--- config.mk ---
export PLATFORM = sky130hd
export DESIGN_NAME = uart_tx
export DESIGN_NICKNAME = d
export VERILOG_FILES = /design/src/rtl/uart_tx.sv
export SDC_FILE = /design/constraint.sdc
export NUM_CORES = 1
export LEC_CHECK = 0
export ABC_AREA = 1
export CORE_MARGIN = 4
export CORE_UTILIZATION = 35
export CTS_CLUSTER_SIZE = 14
export DETAILED_ROUTE_END_ITERATION = 12
export GPL_ROUTABILITY_DRIVEN = 0
export PLACE_DENSITY = 0.62
export SYNTH_ARGS = -nofsm -noshare
export SYNTH_HDL_FRONTEND = slang
export SYNTH_SLANG_ARGS = --single-unit
--- constraint.sdc ---
create_clock -name clk -period 2.1 [get_ports clk]
set_input_delay 0.42 -clock clk [delete_from_list [all_inputs] [get_ports clk]]
set_output_delay 0.42 -clock clk [all_outputs]
set_load 0.01 [all_outputs]
--- src/rtl/uart_tx.sv ---
// UART transmitter: valid/ready byte in, LSB-first frame out, paced entirely by baud_tick.
// Optional parity bit compiled in when UART_TX_PARITY_EN is defined (sense from PARITY_ODD).
`timescale 1ns/1ps
module uart_tx #(
  parameter int DATA_BITS  = 8,
  parameter int STOP_BITS  = 1,
  parameter int PARITY_ODD = 0
) (
  input  logic       clk,
  input  logic       rst_n,
  input  logic       baud_tick,
  input  logic [7:0] tx_data,
  input  logic       tx_valid,
  output logic       tx_ready,
  output logic       tx,
  output logic       tx_busy,
  output logic       tx_done
);

  if (DATA_BITS < 5 || DATA_BITS > 8 || STOP_BITS < 1 || STOP_BITS > 2 ||
      PARITY_ODD < 0 || PARITY_ODD > 1) begin : g_param_check
    $error("uart_tx: illegal parameter value");
  end

`ifdef UART_TX_PARITY_EN
  typedef enum logic [2:0] {IDLE, ARM, START, DATA, PARITY, STOP} state_t;
`else
  typedef enum logic [2:0] {IDLE, ARM, START, DATA, STOP} state_t;
`endif

  localparam logic [2:0] LAST_BIT  = 3'(DATA_BITS - 1);
  localparam logic       LAST_STOP = 1'(STOP_BITS - 1);

  state_t                 state_q, state_d;
  logic [DATA_BITS-1:0]   sh_q, sh_d;
  logic [2:0]             cnt_q, cnt_d;
  logic                   stop_q, stop_d;
  logic                   tx_d, ready_d, busy_d, done_d;
`ifdef UART_TX_PARITY_EN
  logic                   par_q, par_d;
`endif

  always_ff @(posedge clk or negedge rst_n) begin
    if (!rst_n) begin
      state_q  <= IDLE;
      sh_q     <= '0;
      cnt_q    <= '0;
      stop_q   <= 1'b0;
      tx       <= 1'b1;
      tx_ready <= 1'b0;
      tx_busy  <= 1'b0;
      tx_done  <= 1'b0;
`ifdef UART_TX_PARITY_EN
      par_q    <= 1'b0;
`endif
    end else begin
      state_q  <= state_d;
      sh_q     <= sh_d;
      cnt_q    <= cnt_d;
      stop_q   <= stop_d;
      tx       <= tx_d;
      tx_ready <= ready_d;
      tx_busy  <= busy_d;
      tx_done  <= done_d;
`ifdef UART_TX_PARITY_EN
      par_q    <= par_d;
`endif
    end
  end

  // Every output is computed here and registered above; the data shifts right so bit 0 is always next.
  always_comb begin
    state_d = state_q;
    sh_d    = sh_q;
    cnt_d   = cnt_q;
    stop_d  = stop_q;
    tx_d    = tx;
    ready_d = tx_ready;
    busy_d  = tx_busy;
    done_d  = 1'b0;
`ifdef UART_TX_PARITY_EN
    par_d   = par_q;
`endif
    case (state_q)
      IDLE: begin
        ready_d = 1'b1;
        if (tx_valid && tx_ready) begin
          sh_d    = tx_data[DATA_BITS-1:0];
`ifdef UART_TX_PARITY_EN
          par_d   = (^tx_data[DATA_BITS-1:0]) ^ (PARITY_ODD != 0);
`endif
          ready_d = 1'b0;
          busy_d  = 1'b1;
          state_d = ARM;
        end
      end
      ARM: if (baud_tick) begin
        tx_d    = 1'b0;
        state_d = START;
      end
      START: if (baud_tick) begin
        tx_d    = sh_q[0];
        sh_d    = sh_q >> 1;
        cnt_d   = '0;
        state_d = DATA;
      end
      DATA: if (baud_tick) begin
        if (cnt_q != LAST_BIT) begin
          cnt_d = cnt_q + 3'd1;
          tx_d  = sh_q[0];
          sh_d  = sh_q >> 1;
        end else begin
`ifdef UART_TX_PARITY_EN
          tx_d    = par_q;
          state_d = PARITY;
`else
          tx_d    = 1'b1;
          stop_d  = 1'b0;
          state_d = STOP;
`endif
        end
      end
`ifdef UART_TX_PARITY_EN
      PARITY: if (baud_tick) begin
        tx_d    = 1'b1;
        stop_d  = 1'b0;
        state_d = STOP;
      end
`endif
      STOP: if (baud_tick) begin
        if (stop_q == LAST_STOP) begin
          done_d  = 1'b1;
          ready_d = 1'b1;
          busy_d  = 1'b0;
          state_d = IDLE;
        end else begin
          stop_d = 1'b1;
        end
      end
      default: state_d = IDLE;
    endcase
  end

endmodule

# After elaboration in Yosys (flattened, before gate mapping)
# Cells that the tools add are included.
[classes] bitwise=0 muxes=38 n_addsub=1 n_reduce_logical=14 div_mod_pow=0 n_eq_ne=13 shift=0 magnitude_cmp=0 mul=0
[ops] op="8-bit 2-to-1 mux" count=4
[ops] op="3-bit 2-to-1 mux" count=10
[ops] op="8-bit one-hot mux with 3 select lines" count=1
[ops] op="1-bit 2-to-1 mux" count=17
[ops] op="2-bit inequality test, second input constant" count=8
[ops] op="4-bit AND reduction" count=4
[ops] op="3-bit one-hot mux with 5 select lines" count=1
[ops] op="7-bit AND reduction" count=1
[ops] op="3-bit by 2-bit == test with 1-bit output, second input constant" count=2
[ops] op="1-bit one-hot mux with 2 select lines" count=3
[ops] op="3-bit one-hot mux with 2 select lines" count=1
[ops] op="2-bit nonzero test" count=3
[ops] op="3-bit nonzero test" count=2
[ops] op="5-bit AND reduction" count=1
[ops] op="3-bit by 1-bit adder with 3-bit output, second input constant" count=1
[ops] op="3-bit by 1-bit == test with 1-bit output, second input constant" count=1
[ops] op="3-bit == test, second input constant" count=1
[ops] op="3-bit logical NOT" count=1
[ops] op="3-bit inequality test, second input constant" count=1
[ops] op="1-bit one-hot mux with 3 select lines" count=1
[ops] op="3-bit AND reduction" count=1
[ops] op="1-bit logical AND" count=1
[word_totals] rom_bits=0 output_inout_bits=4 register_bits=19 ramBits=0 elab_cells=74 in_bits=12 latchBits=0 mem_count=0

# Depth between registers and ports, before layout
[depth] depth_word=4 mapped_depth=8 ltp_nobuf=8

# Worst setup path after synthesis
# Ideal clock, no wire load.
[synth_timing] path_kind="register -> register" start="register cnt_q[0]" end="register sh_q[7]" synth_period_minus_slack_ns=1.347 path_stages_with_launch=9 setup_time_ns=0.117 path_buffers=0 path_slack_ns=0.753 t_required_ns=1.983 t_arrival_ns=1.231 path_cell_list="dfrtp_1 > ha_1 > ha_1 > inv_1 > nand2_2 > o21ai_4 > nand2_4 > nand2_1 > nand2_1"
[synth_via] elab_chain_cells=3
[synth_lines] item="start, declared" line_no="36" source="logic [2:0] cnt_q, cnt_d;"
[synth_lines] item="start signal, assigned" line_no="59" source="cnt_q <= cnt_d;"
[synth_lines] item="3-bit inequality test" line_no="108" source="if (cnt_q != LAST_BIT) begin"
[synth_lines] item="2-bit inequality test (no line)"
[synth_lines] item="5-bit AND reduction (no line)"
[synth_lines] item="end signal, assigned" line_no="46" source="sh_q <= '0;"
[synth_lines] item="end signal, assigned" line_no="58" source="sh_q <= sh_d;"
[synth_lines] item="end, declared" line_no="35" source="logic [DATA_BITS-1:0] sh_q, sh_d;"
# No other way between the ends.
# A chain may end at the register's enable or synchronous reset.

# Final worst setup path
[layout_timing] start="register tx" end="output tx"
[layout_lines] item="start, declared" line_no="15" source="output logic tx,"
[layout_lines] item="start signal, assigned" line_no="61" source="tx <= tx_d;"
# No word-level cell between the ends.

==> impl_metrics.json <==
{
  "status": "finished, final reports clean",
  "end_kind": "primary output",
  "totalWireLength_um": 1950,
  "portBuffers": 15,
  "n_antenna_cell": 0,
  "setup_viol": 0,
  "drtAntennaViolNets": 0,
  "initial_core_util": 0.363,
  "dp_hpwl_um": 1540,
  "io_pins": 16,
  "drt_iter0_drc": 27,
  "grt-ovfl-total": 0,
  "track_usage": 0.124,
  "die_h_um": 61.5,
  "cts_buffers": 3,
  "cts.path.max_buffers": 2,
  "final_common_cell": "nand2_1",
  "ys_seq_elements": 18,
  "fin_tns_setup_ns": 0,
  "finalCritPeriodShare": 0.841,
  "tritoncts": "done",
  "start_kind": "flop",
  "syn-cell-area_um2": 1000,
  "crit_slowest_cell": "dfstp_2",
  "worst_pin_slew_ns": 0.431,
  "yosysTopAreaCell": "dfrtp_1",
  "synth_area_per_cell_um2": 7.83,
  "routedWlPerCell_um": 11.1,
  "grt_max_degree": 12,
  "cts-root-buf": "clkbuf_4",
  "rows": 19,
  "syn_nets": 142,
  "die_x_um": 61.5,
  "syn2layout_area_growth_pct": 18.9,
  "dr_total_vias": 843,
  "dr.pass1.iters": 4,
  "fmax_mhz": 566,
  "arrival_ns": 1.35,
  "path_buf_inv": 1,
  "leakagePower_uw": 0.000607,
  "cts.sinks": 18,
  "skew_ns": 0.00270,
  "hold_ws_ns": 0.399,
  "layout_common_cells": "nand2_1 (53), dfrtp_1 (17), nand3_1 (15), clkdlybuf4s50_1 (15), inv_1 (7)",
  "power_density_nw_per_um2": 1400,
  "finalPower_uw": 1670,
  "nets": 160,
  "seq_area_frac_synth": 0.451,
  "grt_pass1_wl_um": 3560,
  "dieArea_um2": 3780,
  "clk_pin_slew_ns": 0.10,
  "critical-path-max-stage-delay_ns": 0.54,
  "ir_drop_uv": 670,
  "syn_inst": 128,
  "slew_viol_final": 0,
  "cp_max_fo": 2,
  "critPathRequiredTime_ns": 1.68,
  "path_cells": "clkdlybuf4s50_1",
  "synth_area_leaders": "dfrtp_1 (42%), nand2_1 (20%), nand3_1 (7.5%), buf_6 (3.4%), dfstp_2 (2.6%)",
  "drv_cap": 0,
  "coreArea_um2": 2760,
  "hold_viol": 0,
  "clock_latency_ns": 0.28,
  "rsz0062_at_grt": "false",
  "via_per_inst": 4.79,
  "slew_headroom": 0.713,
  "critical-path-top-delay-family": "flip-flops",
  "grt_pass1_vias": 851,
  "post_cts_resized": 0,
  "antenna_found_initial": 0,
  "hp-class": "input port to asynchronous set/reset pin",
  "criticalPathCategory": "flop to primary output",
  "htreeDepth": 1,
  "post_cts_buffers": 0,
  "drc_errors": 0,
  "yosysWarnings": 0,
  "synthDominantCellAreaShare": 0.424,
  "drive_gt1_frac": 0.124,
  "min_period_ns": 1.77,
  "holdBufCountCts": 0,
  "synthDistinctLibCells": 24
}
[per-stage QoR]
stage	cell area, um^2	cells	worst slack (ns)	util
after global routing	1190	176	0.288	0.432
final	1190	176	0.333	0.432
after global placement	1160	172	0.400	0.422
after floorplan	1000	128	0.753	-
after detailed placement	1160	172	0.363	0.422
after CTS	1190	176	0.320	0.432
[report_power, final]
part / internal [uW] / switching [uW] / leakage (uW)
registers: 494 / 141 / 0.000224
clock network: 73.7 / 103 / 0.0000150
logic: 330 / 527 / 0.000368
[routing by layer]
metal	part of all wire	track usage	vias up
met5	0	0	-
met4	0.0036	0.0364	0
met3	0.040	0.0335	2
met1	0.46	0.161	386
met2	0.50	0.202	12
li1	-	-	443
[area by class of cell]
class                           count  area, um^2
Tap cell                           31        38.8
Multi-Input combinational cell     96         473
Clock buffer                        4        26.3
Sequential cell                    18         452
Inverter                           11        43.8
Timing Repair Buffer               16         158
Fill cell                         295        1570
[worst register-to-register path: cells and delay by family (launching register included)]
family / cells / cell delay, ns
adder cells (fa/ha/maj): 2 / 0.43
flip-flops: 1 / 0.41
buffers and inverters: 1 / 0.11
AND/OR/NAND/NOR: 4 / 0.34
AO/OA/AOI/OAI: 1 / 0.13
[final timing paths]
| check | from | cells past startpoint | to | slack, ns |
|---|---|---|---|---|
| setup / recovery | tx | 1 | tx | 0.33 |
| hold / removal | rst_n | 1 | cnt_q[0] | 0.40 |
| setup reg to reg | cnt_q[0] | 8 | sh_q[7] | 0.58 |
| hold reg to reg | sh_q[3] | 2 | sh_q[3] | 0.48 |
| max in group asynchronous | rst_n | 2 | sh_q[1] | 1.22 |
| min in group clk | sh_q[3] | 2 | sh_q[3] | 0.48 |
[synth_stat cells]
cell      count
a21oi_1       2
buf_6         3
dfrtp_1      17
dfstp_2       1
ha_1          2
inv_1         7
inv_2         3
inv_4         1
nand2_1      53
nand2_2       2
nand2_4       1
nand3_1      15
nand3b_1      1
nor2_1        4
nor2_2        2
nor2_4        2
nor3_1        3
o21ai_0       3
o21ai_1       1
o21ai_2       1
o21ai_4       1
o221ai_1      1
o22ai_1       1
o31ai_1       1
[registers in the layout, indices dropped and copies added (netlist names)]
signal and cells:
sh_q 8, state_q 3, tx 1, tx_busy 1, tx_done 1, cnt_q 3, tx_ready 1
[logic make-up after synthesis]
| group | after synthesis | synth area share |
|---|---|---|
| buf+inv | 14 | 0.0774 |
| flops | 18 | 0.451 |
| simple gates | 83 | 0.370 |
| compound gates | 11 | 0.0774 |
| fa+ha+maj | 2 | 0.0250 |
Power figures use the tool's default switching activity.
